`src/rtl/snap_phase_seq.sv`:
```
// -----------------------------------------------------------------------------
// snap_phase_seq
//
// Capture sequencer for the phase snapshot path. A software control word arms
// a run on a rising start bit. The run waits for a channelizer frame boundary,
// then keeps one of every dec+1 phase samples of the selected channel. Each
// kept sample is written into the snapshot BRAM together with a 16-bit frame
// timestamp, until len+1 samples have been stored.
//
// Ports
//   user_clk     : sole clock, rising edge
//   user_rst     : asynchronous active-high reset
//   ctrl_word    : [0] start, [1] abort, [CH_W+1:2] sel,
//                  [CH_W+ADDR_W+1:CH_W+2] len (samples = len+1),
//                  [31:24] dec (keep 1 of every dec+1)
//   ch_idx       : channel index of the current phase sample
//   phase_in     : phase sample
//   phase_valid  : qualifies ch_idx / phase_in
//   bram_addr    : snapshot BRAM write address
//   bram_din     : {frame_ts[15:0], phase[15:0]}
//   bram_we      : snapshot BRAM write enable
//   busy         : run armed (waiting for sync or capturing)
//   done         : run finished, waiting for start to drop
//   status_out   : {done, busy, 14'b0, wr_cnt[15:0]}
// -----------------------------------------------------------------------------
module snap_phase_seq #(
  parameter int CH_W   = 9,
  parameter int ADDR_W = 10
) (
  input  logic              user_clk,
  input  logic              user_rst,
  input  logic [31:0]       ctrl_word,
  input  logic [CH_W-1:0]   ch_idx,
  input  logic [15:0]       phase_in,
  input  logic              phase_valid,
  output logic [ADDR_W-1:0] bram_addr,
  output logic [31:0]       bram_din,
  output logic              bram_we,
  output logic              busy,
  output logic              done,
  output logic [31:0]       status_out
);

  typedef enum logic [1:0] {
    ST_IDLE      = 2'd0,
    ST_WAIT_SYNC = 2'd1,
    ST_CAPTURE   = 2'd2,
    ST_DONE      = 2'd3
  } state_t;

  localparam logic [CH_W-1:0] LAST_CH = {CH_W{1'b1}};
  localparam logic [CH_W-1:0] SYNC_CH = {CH_W{1'b0}};
  localparam logic [ADDR_W:0] CNT_ONE = {{ADDR_W{1'b0}}, 1'b1};

  // ---------------------------------------------------------------------------
  // Control word fields
  // ---------------------------------------------------------------------------
  logic              ctrl_start;
  logic              ctrl_abort;
  logic [CH_W-1:0]   ctrl_sel;
  logic [ADDR_W-1:0] ctrl_len;
  logic [7:0]        ctrl_dec;

  assign ctrl_start = ctrl_word[0];
  assign ctrl_abort = ctrl_word[1];
  assign ctrl_sel   = ctrl_word[CH_W+1:2];
  assign ctrl_len   = ctrl_word[CH_W+ADDR_W+1:CH_W+2];
  assign ctrl_dec   = ctrl_word[31:24];

  // Bits between the len field and the dec field carry no meaning.
  generate
    if (CH_W + ADDR_W + 2 <= 23) begin : g_spare_bits
      logic spare_unused;
      assign spare_unused = ^ctrl_word[23:CH_W+ADDR_W+2];
    end
  endgenerate

  // ---------------------------------------------------------------------------
  // Registers
  // ---------------------------------------------------------------------------
  state_t            state_q,     state_d;
  logic              start_q,     start_d;
  logic [CH_W-1:0]   sel_q,       sel_d;
  logic [ADDR_W-1:0] len_q,       len_d;
  logic [7:0]        dec_q,       dec_d;
  logic [7:0]        dec_cnt_q,   dec_cnt_d;
  // One bit wider than the address so a full-depth run does not wrap.
  logic [ADDR_W:0]   wr_cnt_q,    wr_cnt_d;
  logic [15:0]       frame_ts_q,  frame_ts_d;
  logic              bram_we_q,   bram_we_d;
  logic [ADDR_W-1:0] bram_addr_q, bram_addr_d;
  logic [31:0]       bram_din_q,  bram_din_d;
  logic              busy_q,      busy_d;
  logic              done_q,      done_d;

  logic start_edge;
  logic frame_end;
  logic sel_hit;
  logic last_write;

  assign start_edge = ctrl_start & ~start_q;
  assign frame_end  = phase_valid && (ch_idx == LAST_CH);
  assign sel_hit    = phase_valid && (ch_idx == sel_q);
  assign last_write = (wr_cnt_q == {1'b0, len_q});

  always_comb begin
    state_d     = state_q;
    start_d     = ctrl_start;
    sel_d       = sel_q;
    len_d       = len_q;
    dec_d       = dec_q;
    dec_cnt_d   = dec_cnt_q;
    wr_cnt_d    = wr_cnt_q;
    frame_ts_d  = frame_end ? (frame_ts_q + 16'd1) : frame_ts_q;
    bram_we_d   = 1'b0;
    bram_addr_d = bram_addr_q;
    bram_din_d  = bram_din_q;

    case (state_q)
      ST_IDLE: begin
        if (start_edge) begin
          sel_d     = ctrl_sel;
          len_d     = ctrl_len;
          dec_d     = ctrl_dec;
          dec_cnt_d = 8'd0;
          wr_cnt_d  = '0;
          state_d   = ST_WAIT_SYNC;
        end
      end

      // The channel-0 sample that marks the boundary is consumed by the
      // transition itself, so capturing starts with the following sample.
      ST_WAIT_SYNC: begin
        if (phase_valid && (ch_idx == SYNC_CH)) begin
          state_d = ST_CAPTURE;
        end
      end

      ST_CAPTURE: begin
        if (sel_hit) begin
          if (dec_cnt_q == 8'd0) begin
            bram_we_d   = 1'b1;
            bram_addr_d = wr_cnt_q[ADDR_W-1:0];
            bram_din_d  = {frame_ts_q, phase_in};
            wr_cnt_d    = wr_cnt_q + CNT_ONE;
            dec_cnt_d   = dec_q;
            if (last_write) begin
              state_d = ST_DONE;
            end
          end else begin
            dec_cnt_d = dec_cnt_q - 8'd1;
          end
        end
      end

      // Leaving DONE needs start low, so a held start bit cannot re-arm.
      ST_DONE: begin
        if (!ctrl_start) begin
          state_d = ST_IDLE;
        end
      end

      default: begin
        state_d = ST_IDLE;
      end
    endcase

    // Abort wins over everything decided above: no start is accepted, no
    // write leaves, and the run counters keep their current values.
    if (ctrl_abort) begin
      state_d     = ST_IDLE;
      sel_d       = sel_q;
      len_d       = len_q;
      dec_d       = dec_q;
      dec_cnt_d   = dec_cnt_q;
      wr_cnt_d    = wr_cnt_q;
      bram_we_d   = 1'b0;
      bram_addr_d = bram_addr_q;
      bram_din_d  = bram_din_q;
    end

    busy_d = (state_d == ST_WAIT_SYNC) || (state_d == ST_CAPTURE);
    done_d = (state_d == ST_DONE);
  end

  always_ff @(posedge user_clk or posedge user_rst) begin
    if (user_rst) begin
      state_q     <= ST_IDLE;
      start_q     <= 1'b0;
      sel_q       <= '0;
      len_q       <= '0;
      dec_q       <= 8'd0;
      dec_cnt_q   <= 8'd0;
      wr_cnt_q    <= '0;
      frame_ts_q  <= 16'd0;
      bram_we_q   <= 1'b0;
      bram_addr_q <= '0;
      bram_din_q  <= 32'd0;
      busy_q      <= 1'b0;
      done_q      <= 1'b0;
    end else begin
      state_q     <= state_d;
      start_q     <= start_d;
      sel_q       <= sel_d;
      len_q       <= len_d;
      dec_q       <= dec_d;
      dec_cnt_q   <= dec_cnt_d;
      wr_cnt_q    <= wr_cnt_d;
      frame_ts_q  <= frame_ts_d;
      bram_we_q   <= bram_we_d;
      bram_addr_q <= bram_addr_d;
      bram_din_q  <= bram_din_d;
      busy_q      <= busy_d;
      done_q      <= done_d;
    end
  end

  // ---------------------------------------------------------------------------
  // Outputs
  // ---------------------------------------------------------------------------
  logic [15:0] wr_cnt16;

  generate
    if (ADDR_W + 1 >= 16) begin : g_cnt_trunc
      assign wr_cnt16 = wr_cnt_q[15:0];
    end else begin : g_cnt_ext
      assign wr_cnt16 = {{(15 - ADDR_W){1'b0}}, wr_cnt_q};
    end
  endgenerate

  assign bram_we    = bram_we_q;
  assign bram_addr  = bram_addr_q;
  assign bram_din   = bram_din_q;
  assign busy       = busy_q;
  assign done       = done_q;
  assign status_out = {done_q, busy_q, 14'b0, wr_cnt16};

endmodule

```
`config.mk`:
```
export PLATFORM = sky130hd
export DESIGN_NAME = snap_phase_seq
export DESIGN_NICKNAME = d
export VERILOG_FILES = /design/src/rtl/snap_phase_seq.sv
export SDC_FILE = /design/constraint.sdc
export NUM_CORES = 1
export LEC_CHECK = 0
export ABC_AREA = 1
export CORE_MARGIN = 8
export CORE_UTILIZATION = 53
export CTS_CLUSTER_DIAMETER = 200
export DETAILED_ROUTE_END_ITERATION = 7
export PLACE_DENSITY = 0.82
export SKIP_CTS_REPAIR_TIMING = 1
export SLEW_MARGIN = 20
export SYNTH_ARGS = -nofsm -noshare
export SYNTH_HDL_FRONTEND = slang
export SYNTH_SLANG_ARGS = --single-unit
```
`constraint.sdc`:
```
create_clock -name user_clk -period 6.3 [get_ports user_clk]
set_clock_uncertainty 0.05 [all_clocks]
set_input_delay 0.945 -clock user_clk [delete_from_list [all_inputs] [get_ports user_clk]]
set_output_delay 0.945 -clock user_clk [all_outputs]
set_load 0.02 [all_outputs]
```
; ---- Yosys cells after proc, flatten, opt, wreduce, memory -nomap -nowiden
; Index checks and enable logic that the tools add are counted.
[classes]
eq_ne = 12
reduce_logical = 12
n_mux = 20
add_sub_neg = 3
bitwise = 3
[op_table]
columns = operator, count
row1 = two-way mux 11 bit, 3
row2 = two-way mux 8 bit, 3
row3 = one-hot mux 11 bit (2 select lines), 1
row4 = "adder 16 x 1 -> 16 bit, second input constant", 1
row5 = one-hot mux 8 bit (2 select lines), 1
row6 = two-way mux 2 bit, 7
row7 = "adder 11 x 1 -> 11 bit, second input constant", 1
row8 = equality test 11 x 10 -> 1 bit, 1
row9 = equality test 9 bit, 1
row10 = "equality test 9 bit, second input constant", 1
row11 = logical NOT 9 bit, 1
row12 = "equality test 2 bit, second input constant", 4
row13 = logical NOT 8 bit, 1
row14 = one-hot mux 2 bit (4 select lines), 1
row15 = AND reduction 4 bit, 2
row16 = "subtractor 8 x 1 -> 8 bit, second input constant", 1
row17 = "!= test 2 bit, second input constant", 3
row18 = AND reduction 5 bit, 1
row19 = "equality test 2 x 1 -> 1 bit, second input constant", 2
row20 = two-way mux 1 bit, 4
row21 = logical AND 1 bit, 3
row22 = AND reduction 3 bit, 1
row23 = logical NOT 2 bit, 1
row24 = NOT 1 bit, 2
row25 = 3 further kinds, 3
[word_totals]
ff_bits = 110
input_bits = 60
elab_cells = 63

; ---- Logic depth before layout (Yosys ltp)
; Gate-level depths: netlist of the first run.
[depth]
word_depth = 8
ltp_mapped = 11

; ---- Worst setup path after synthesis of the first run
; OpenSTA, ideal clock, no wires.
[synth_timing]
kind = input -> register
startpoint = input ch_idx[6]
endpoint = register busy_q (netlist: busy)
required_time_ps = 6124
stages = 9
setup_slack_ps = 4255
setup_time_ps = 126
arrival_time_ps = 1869
path_cell_list = inv_1 -> nand2_1 -> nand2_1 -> nor2_1 -> nand3_1 -> nor2_1 -> nand2_1 -> a21oi_1 -> ha_1
[synth_between]
elab_chain_cells = 7
word_cells_on_any_way = 11
[synth_lines]
columns = element, line
row1 = start: declaration, 33  ; input logic [CH_W-1:0] ch_idx,
row2 = equality test 9 bit or logical NOT 9 bit (tied branches), "103, 134"
row3 = "logical AND 1 bit, on equally long branches", "103, 134"
row4 = "two-way mux 2 bit, on equally long branches", "140, 134"
row5 = one-hot mux 2 bit (4 select lines) (*), 119  ; case (state_q)
row6 = two-way mux 2 bit (*), 170  ; if (ctrl_abort) begin
row7 = named net state_d[0], 81  ; state_t state_q, state_d;
row8 = equality test 2 x 1 -> 1 bit or equality test 2 bit (tied branches), 182  ; busy_d = (state_d == ST_WAIT_SYNC) || (state_d == ST_CAPTURE);
row9 = logical OR 1 bit (*), 182
row10 = named net busy_d, 93  ; logic busy_q, busy_d;
row11 = end signal: assignment, 213  ; busy_q <= busy_d;
row12 = end: declaration, 93
; Mark *: on every way through the listed nets, which the timed path passes. The rest lies on a longest branch.
; A chain may end at the register's enable or synchronous reset.

; ---- Worst setup path in the final report of the first run
[layout_timing]
startpoint = input ctrl_word[0]
endpoint = register wr_cnt_q[6]
[layout_between]
elab_chain_cells = 3
[layout_lines]
columns = element, line
row1 = start: declaration, 32  ; input logic [31:0] ctrl_word,
row2 = bitwise AND 1 bit, 101  ; assign start_edge = ctrl_start & ~start_q;
row3 = != test 2 bit (no source line), -
row4 = AND reduction 5 bit (no source line), -
row5 = end signal: assignment, 208  ; wr_cnt_q <= wr_cnt_d;
row6 = end: declaration, 88  ; logic [ADDR_W:0] wr_cnt_q, wr_cnt_d;
; No other way between the ends.

==> metrics.yaml, run 1 <==
logic_synthesis:
  avgSynthCellArea_sq_um: 8.210
  async_flop_share_pct: 100.0
  synth.most_common_cell: "nand2_1"
  ys_top_cells_by_count: "231 x nand2_1, 110 x dfrtp_1, 63 x inv_1"
  synthCells: 664
  synth_seq_cells: 110
  ys_warn_count: 0
  synth_top_area_share_pct: 50.49
  synth_top_cell_by_area: "dfrtp_1"
  ys_dominant_reg_cell: "dfrtp_1"
  synth_seq_area_share_pct: 50.49
  synth_edf_count: 0
  yosys-top-cells-area: "dfrtp_1 50%, nand2_1 16%, inv_1 4.3%"
  ys_types: 30
  syn_area_sq_um: 5451
sta:
  finalSetupViolCount: 0
  layout_min_cycle_time_ps: 3061
  timing.final.max_slew_violations: 0
  rsz0062_at_grt: "no"
  fin_crit_sh_pct: 48.58
  relSlewSlack_pct: 39.15
  worst_pin_slew_ps: 909.3
  setup-tns-final_ps: 0
  fmax_ghz: 0.3267
  hold_viol: 0
worst_setup_path:
  endpoint_kind: "flop"
  cpMaxStageDelayCell: "nor2_1"
  crit_path_end: "wr_cnt_q[6]$_DFFE_PP0P_"
  crit_type: "in -> reg"
  max_stage_delay_ps: 700
  reg2regPathDepth: 10
  required_ps: 6500
  path_max_fanout: 13
  start_kind: "input pin"
  path_cells: "clkdlybuf4s50_1 > inv_1 > nor2_1 > o31ai_1 > nor2_1 > nand3_1 > nand2_1 > nand2_1"
  rrSetupSlack_ps: 3900
  r2r_start: "dec_cnt_q[0]$_DFFE_PP0P_"
  crit_start: "ctrl_word[0]"
  rr_endpoint: "bram_din[9]$_DFFE_PP0P_"
  crit_arrival_ps: 3260
clock_tree:
  clockBufferDepth: 2
  root_buffer: "clkbuf_8"
  cts_buffers: 9
  path_clk_slew_ps: 90
  cts_tree: "done"
  insertion_delay_ps: 360
  ctsHtreeMaxLevel: 3
  cts.sinks: 110
floorplanning:
  initial_core_util_pct: 53.77
  dieHeight_um: 117.4
  die_w_um: 117.4
  die-area_sq_um: 13790
  rows: 37
  fp.coreArea_sq_um: 10140
  top_level_ports: 137
routing:
  ant_nets: 0
  vias: 4582
  routed_via_density: 5.035
  drt-total-wl_mm: 12.61
  drc: 0
  drt-initial-drc-count: 319
  first_pass_iters: 6
  wl_per_cell_um: 13.85
cells_and_area:
  n_fill_cell: 799
  area_delta_synth_final_pct: 24.15
  layoutNonFillerInstCount: 910
  finalNetCount: 834
  diodes: 0
  drive_above_1_share_pct: 6.331
global_routing:
  grt_pass1_wl_mm: 21.40
  antenna_found_initial: 0
  grt.total_usage_pct: 18.08
  grt_max_degree: 61
  grt_pass1_vias: 4639
  overflow: 0
min_path:
  min_path_type: "reg -> reg"
placement:
  gp_congestion: 0.9056
  placed_cells: 894
  io_buffers: 114
  hpwl_mm: 9.559
flow_run:
  maxCapViolCount: 0
run_status:
  status: "finished clean"
power_and_ir_drop:
  p_per_area_nw_per_um2: 194.4
  p_leak_nw: 3.392
  ir_worst_vdd_mv: 0.1679
  p_total_w: 0.001316
[through the flow]
| step | util, % | area, sq um | hold WS (ps) | setup slack, ps |
|---|---|---|---|---|
| after floorplan | - | 5519 | 420.8 | 2403 |
| after global placement | 65.01 | 6591 | 410.8 | 2993 |
| after detailed placement | 65.01 | 6591 | 416.5 | 2918 |
| after CTS | 66.75 | 6768 | 440.7 | 3303 |
| after global routing | 66.75 | 6768 | 457.6 | 3001 |
| final | 66.75 | 6768 | 438.6 | 3240 |
[worst min-delay path by stage]
stage / start / end / slack [ps] / cells after the start
after floorplan: dec_cnt_q[7]$_DFFE_PP0P_ / dec_cnt_q[7]$_DFFE_PP0P_ / 420 / 2
after detailed placement: bram_addr[4]$_DFFE_PP0P_ / bram_addr[4]$_DFFE_PP0P_ / 420 / 2
final: bram_din[13]$_DFFE_PP0P_ / bram_din[13]$_DFFE_PP0P_ / 440 / 2
after CTS: bram_din[20]$_DFFE_PP0P_ / bram_din[20]$_DFFE_PP0P_ / 440 / 2
after global placement: bram_addr[4]$_DFFE_PP0P_ / bram_addr[4]$_DFFE_PP0P_ / 410 / 2
after global routing: bram_din[20]$_DFFE_PP0P_ / bram_din[20]$_DFFE_PP0P_ / 460 / 2
[power breakdown]
| part | internal (W) | total, W | switching, W |
|---|---|---|---|
| Clock | 0.000155 | 0.000386 | 0.000231 |
| Combinational | 0.0000789 | 0.000162 | 0.0000831 |
| Sequential | 0.000745 | 0.000768 | 0.0000230 |
| Total | 0.000979 | 0.00132 | 0.000337 |
[per-layer routing]
metal | global-route usage, % | vias up | routed length (um)
met1 | 21.22 | 2140 | 5364
met2 | 31.40 | 167 | 6219
met3 | 5.132 | 24 | 841
met5 | 0 | - | 0
met4 | 5.353 | 0 | 181
li1 | - | 2251 | -
[state kept, by name, indices dropped and copies added (netlist names)]
name / count
bram_din: 32
frame_ts_q: 16
wr_cnt_q: 11
bram_addr: 10
len_q: 10
sel_q: 9
dec_cnt_q: 8
dec_q: 8
state_q: 2
bram_we: 1
busy: 1
done: 1
start_q: 1
[placed cells by master (no fill, tap or decap), drive strengths merged]
cell type,count
o21bai,1
or2,1
nand2,234
buf,3
mux2,16
conb,19
o21ai,33
clkinvlp,1
nor3,7
a211oi,1
nor2,60
nand4,22
clkinv,5
clkbuf,11
dfrtp,110
inv,66
xnor2,7
a21oi,16
nand3,19
ha,5
clkdlybuf4s50,114
o31ai,1
xor2,22
[final cells by class]
type / count / area (sq um) / share of cell area [%]
clock buffer: 11 / 141.4 / 2.089
sequential: 110 / 2753 / 40.67
inverter: 67 / 255.2 / 3.771
clock inverter: 5 / 35.03 / 0.5177
timing repair buffer: 117 / 1164 / 17.19
multi-input combinational: 464 / 2250 / 33.24
tap: 136 / 170.2 / 2.514
[worst max-delay path, delay by kind of cell]
kind                   cells  cell delay [ps]
buffers and inverters      2              580
AND/OR/NAND/NOR            5             1620
AO/OA/AOI/OAI              1              100
[cells by family after synthesis]
family / share of synthesized area, %
adder cells (fa/ha/maj): 1.148
buffers and inverters: 9.479
multiplexers: 3.305
AND/OR/NAND/NOR: 25.87
other: 0.06879
AO/OA/AOI/OAI: 4.981
XOR/XNOR: 4.659
flip-flops: 50.49
Note: power is estimated with default switching activity, not from simulation.
==> inputs of run 2 (changes only) <==
CORE_UTILIZATION = 50   (was 53)
PLACE_DENSITY = 0.78   (was 0.82)
clock period = 3.07 ns   (was 6.3 ns; I/O delays follow)
==> run 2 against run 1 <==
Net effect: sequential power is 110% higher; total power is 110% higher; critical path type is now reg -> out; clock-buffer cell count is 1 lower; critical endpoint is now status_out[2]; first-iteration DRC count is 2.2% higher; highest routed layer unchanged; setup slack worse by 2300 ps; clock power is 110% higher.
==> metrics.yaml, run 2 (synthesis results as in run 1) <==
cells_and_area:
  diodes: 0  # unchanged
  final_area_sq_um: 6853  # +1.3%
  final_common_cell: "nand2_1"
  largest_reg_flops: 32  # unchanged
  drive_above_1_share_pct: 7.051  # +0.72 points
  finalNetCount: 840  # +0.72%
  area_delta_synth_final_pct: 25.71
  post-route-util_pct: 63.78  # -3.0 points
  final_cell_mix: "231 x nand2_1, 114 x clkdlybuf4s50_1, 110 x dfrtp_1, 62 x inv_1, 58 x nor2_1"
global_routing:
  grt_pass1_vias: 4536  # -2.2%
  grt.total_usage_pct: 17.34  # -0.74 points
  grt_pass1_wl_mm: 20.89  # -2.4%
  grt_max_degree: 67  # +9.8%
  overflow: 0  # unchanged
  antenna_found_initial: 0  # unchanged
run_status:
  status: "finished clean"
min_path:
  min_path_type: "reg -> reg"
clock_tree:
  cts_buffers: 9  # unchanged
  ctsHtreeMaxLevel: 3  # unchanged
  insertion_delay_ps: 370  # about the same
  path_clk_slew_ps: 110  # +20 ps
  cts.sinks: 110  # unchanged
  cts_tree: "done"
  root_buffer: "clkbuf_8"
  clockBufferDepth: 2  # unchanged
worst_setup_path:
  required_ps: 2560  # -3940 ps
  max_stage_delay_ps: 710  # about the same
  path_cells: "clkdlybuf4s50_1"
  crit_buf_inv: 1  # -1
  crit_arrival_ps: 1640  # -1620 ps
  cpMaxStageDelayCell: "clkdlybuf4s50_1"
  path_max_fanout: 9  # -4
  crit_type: "reg -> out"
  rrSetupSlack_ps: 950  # -2950 ps
  cp_top_family: "buffers and inverters"
  endpoint_kind: "primary output"
  start_kind: "flop"
placement:
  gp_congestion: 0.8615  # -4.9%
  hpwl_mm: 9.502  # -0.60%
  io_buffers: 114  # unchanged
  place_area_sq_um: 6680  # +1.3%
  place_ws_ps: 564.7  # -2353 ps
floorplanning:
  dieHeight_um: 120.4  # +2.6%
  initial_core_util_pct: 50.73  # -3.0 points
  fp.coreArea_sq_um: 10750  # +6.0%
  die_w_um: 120.4  # +2.6%
  die-area_sq_um: 14500  # +5.2%
  rows: 38  # +2.7%
  top_level_ports: 137  # unchanged
sta:
  fin_hold_ws_ps: 442.1  # +3.506 ps
  finalSetupViolCount: 0  # unchanged
  fin_crit_sh_pct: 70.15
  timing.final.max_slew_violations: 0  # unchanged
  worst_slack_ps: 916.5  # -2323 ps
  setup-tns-final_ps: 0  # unchanged
  worst_pin_slew_ps: 569.6  # -339.7 ps
  layout_min_cycle_time_ps: 2153
  fmax_ghz: 0.4644
  rsz0062_at_grt: "no"
  hold_viol: 0  # unchanged
  relSlewSlack_pct: 61.74  # +23 points
power_and_ir_drop:
  clockPowerShare_pct: 29.3  # about the same
  p_sw_share_pct: 26.21  # +0.62 points
  p_int_w: 0.001999  # +100%
  power.switching_w: 0.0007101  # +110%
  comb_power_share_pct: 12.5  # +0.2 points
  p_per_area_nw_per_um2: 395.4  # +100%
  p_leak_nw: 3.433  # +1.2%
  ir_worst_vdd_mv: 0.2189  # +30%
  seqPwrFrac_pct: 58.2  # -0.2 points
routing:
  drt-total-wl_mm: 12.46  # -1.2%
  routed_via_density: 4.945  # -1.8%
  drc: 0  # unchanged
  ant_nets: 0  # unchanged
  vias: 4549  # -0.72%
  drt-initial-drc-count: 326  # +2.2%
  wl_per_cell_um: 13.54  # -2.2%
  first_pass_iters: 5  # -1
flow_run:
  maxCapViolCount: 0  # unchanged
-- run 2: layout make-up --
type,count,area (sq um)
Fill cell,953,3892
Inverter,67,256.5
Timing Repair Buffer,123,1246
Multi-Input combinational cell,464,2250
Clock buffer,10,127.6
Clock inverter,6,45.04
Sequential cell,110,2753
Tap cell,140,175.2
-- run 2: power groups by stage --
stage          sequential [W]  clock (W)  combinational [W]
6_report              0.00158   0.000794           0.000339
3_3_place_gp          0.00160          0           0.000332
4_1_cts               0.00158   0.000828           0.000344
3_5_place_dp          0.00161          0           0.000342
5_1_grt               0.00159   0.000874           0.000378
2_1_floorplan         0.00160          0           0.000217
-- run 2: worst paths after layout --
path / from / endpoint / cells past startpoint
min: bram_din[8]$_DFFE_PP0P_ / bram_din[8]$_DFFE_PP0P_ / 2
min in group asynchronous: user_rst / bram_addr[7]$_DFFE_PP0P_ / 3
max: wr_cnt_q[2]$_DFFE_PP0P_ / status_out[2] / 1
max reg2reg: dec_cnt_q[0]$_DFFE_PP0P_ / wr_cnt_q[9]$_DFFE_PP0P_ / 9
min reg2reg: bram_din[8]$_DFFE_PP0P_ / bram_din[8]$_DFFE_PP0P_ / 2
max in group asynchronous: user_rst / wr_cnt_q[1]$_DFFE_PP0P_ / 3
-- run 2: stage by stage --
stage / instances / total power, W
detailed placement: 904 / 0.001948
floorplan: 682 / 0.001817
CTS: 920 / 0.002747
finish: 920 / 0.002709
global placement: 904 / 0.001932
global route: 920 / 0.002839
-- run 2: worst min-delay path: cells and delay by family, from the launching register on --
kind          cells  cell delay (ps)
flops             1              360
simple gates      2              100
-- run 2: routing by layer --
layer  share of wire [%]  GRT usage, %  vias up
met5                   0             0        -
met4                 1.9         6.948        0
met3                 6.8         4.056       23
met2                  49         29.80      137
met1                  42         20.57     2128
li1                    -             -     2261
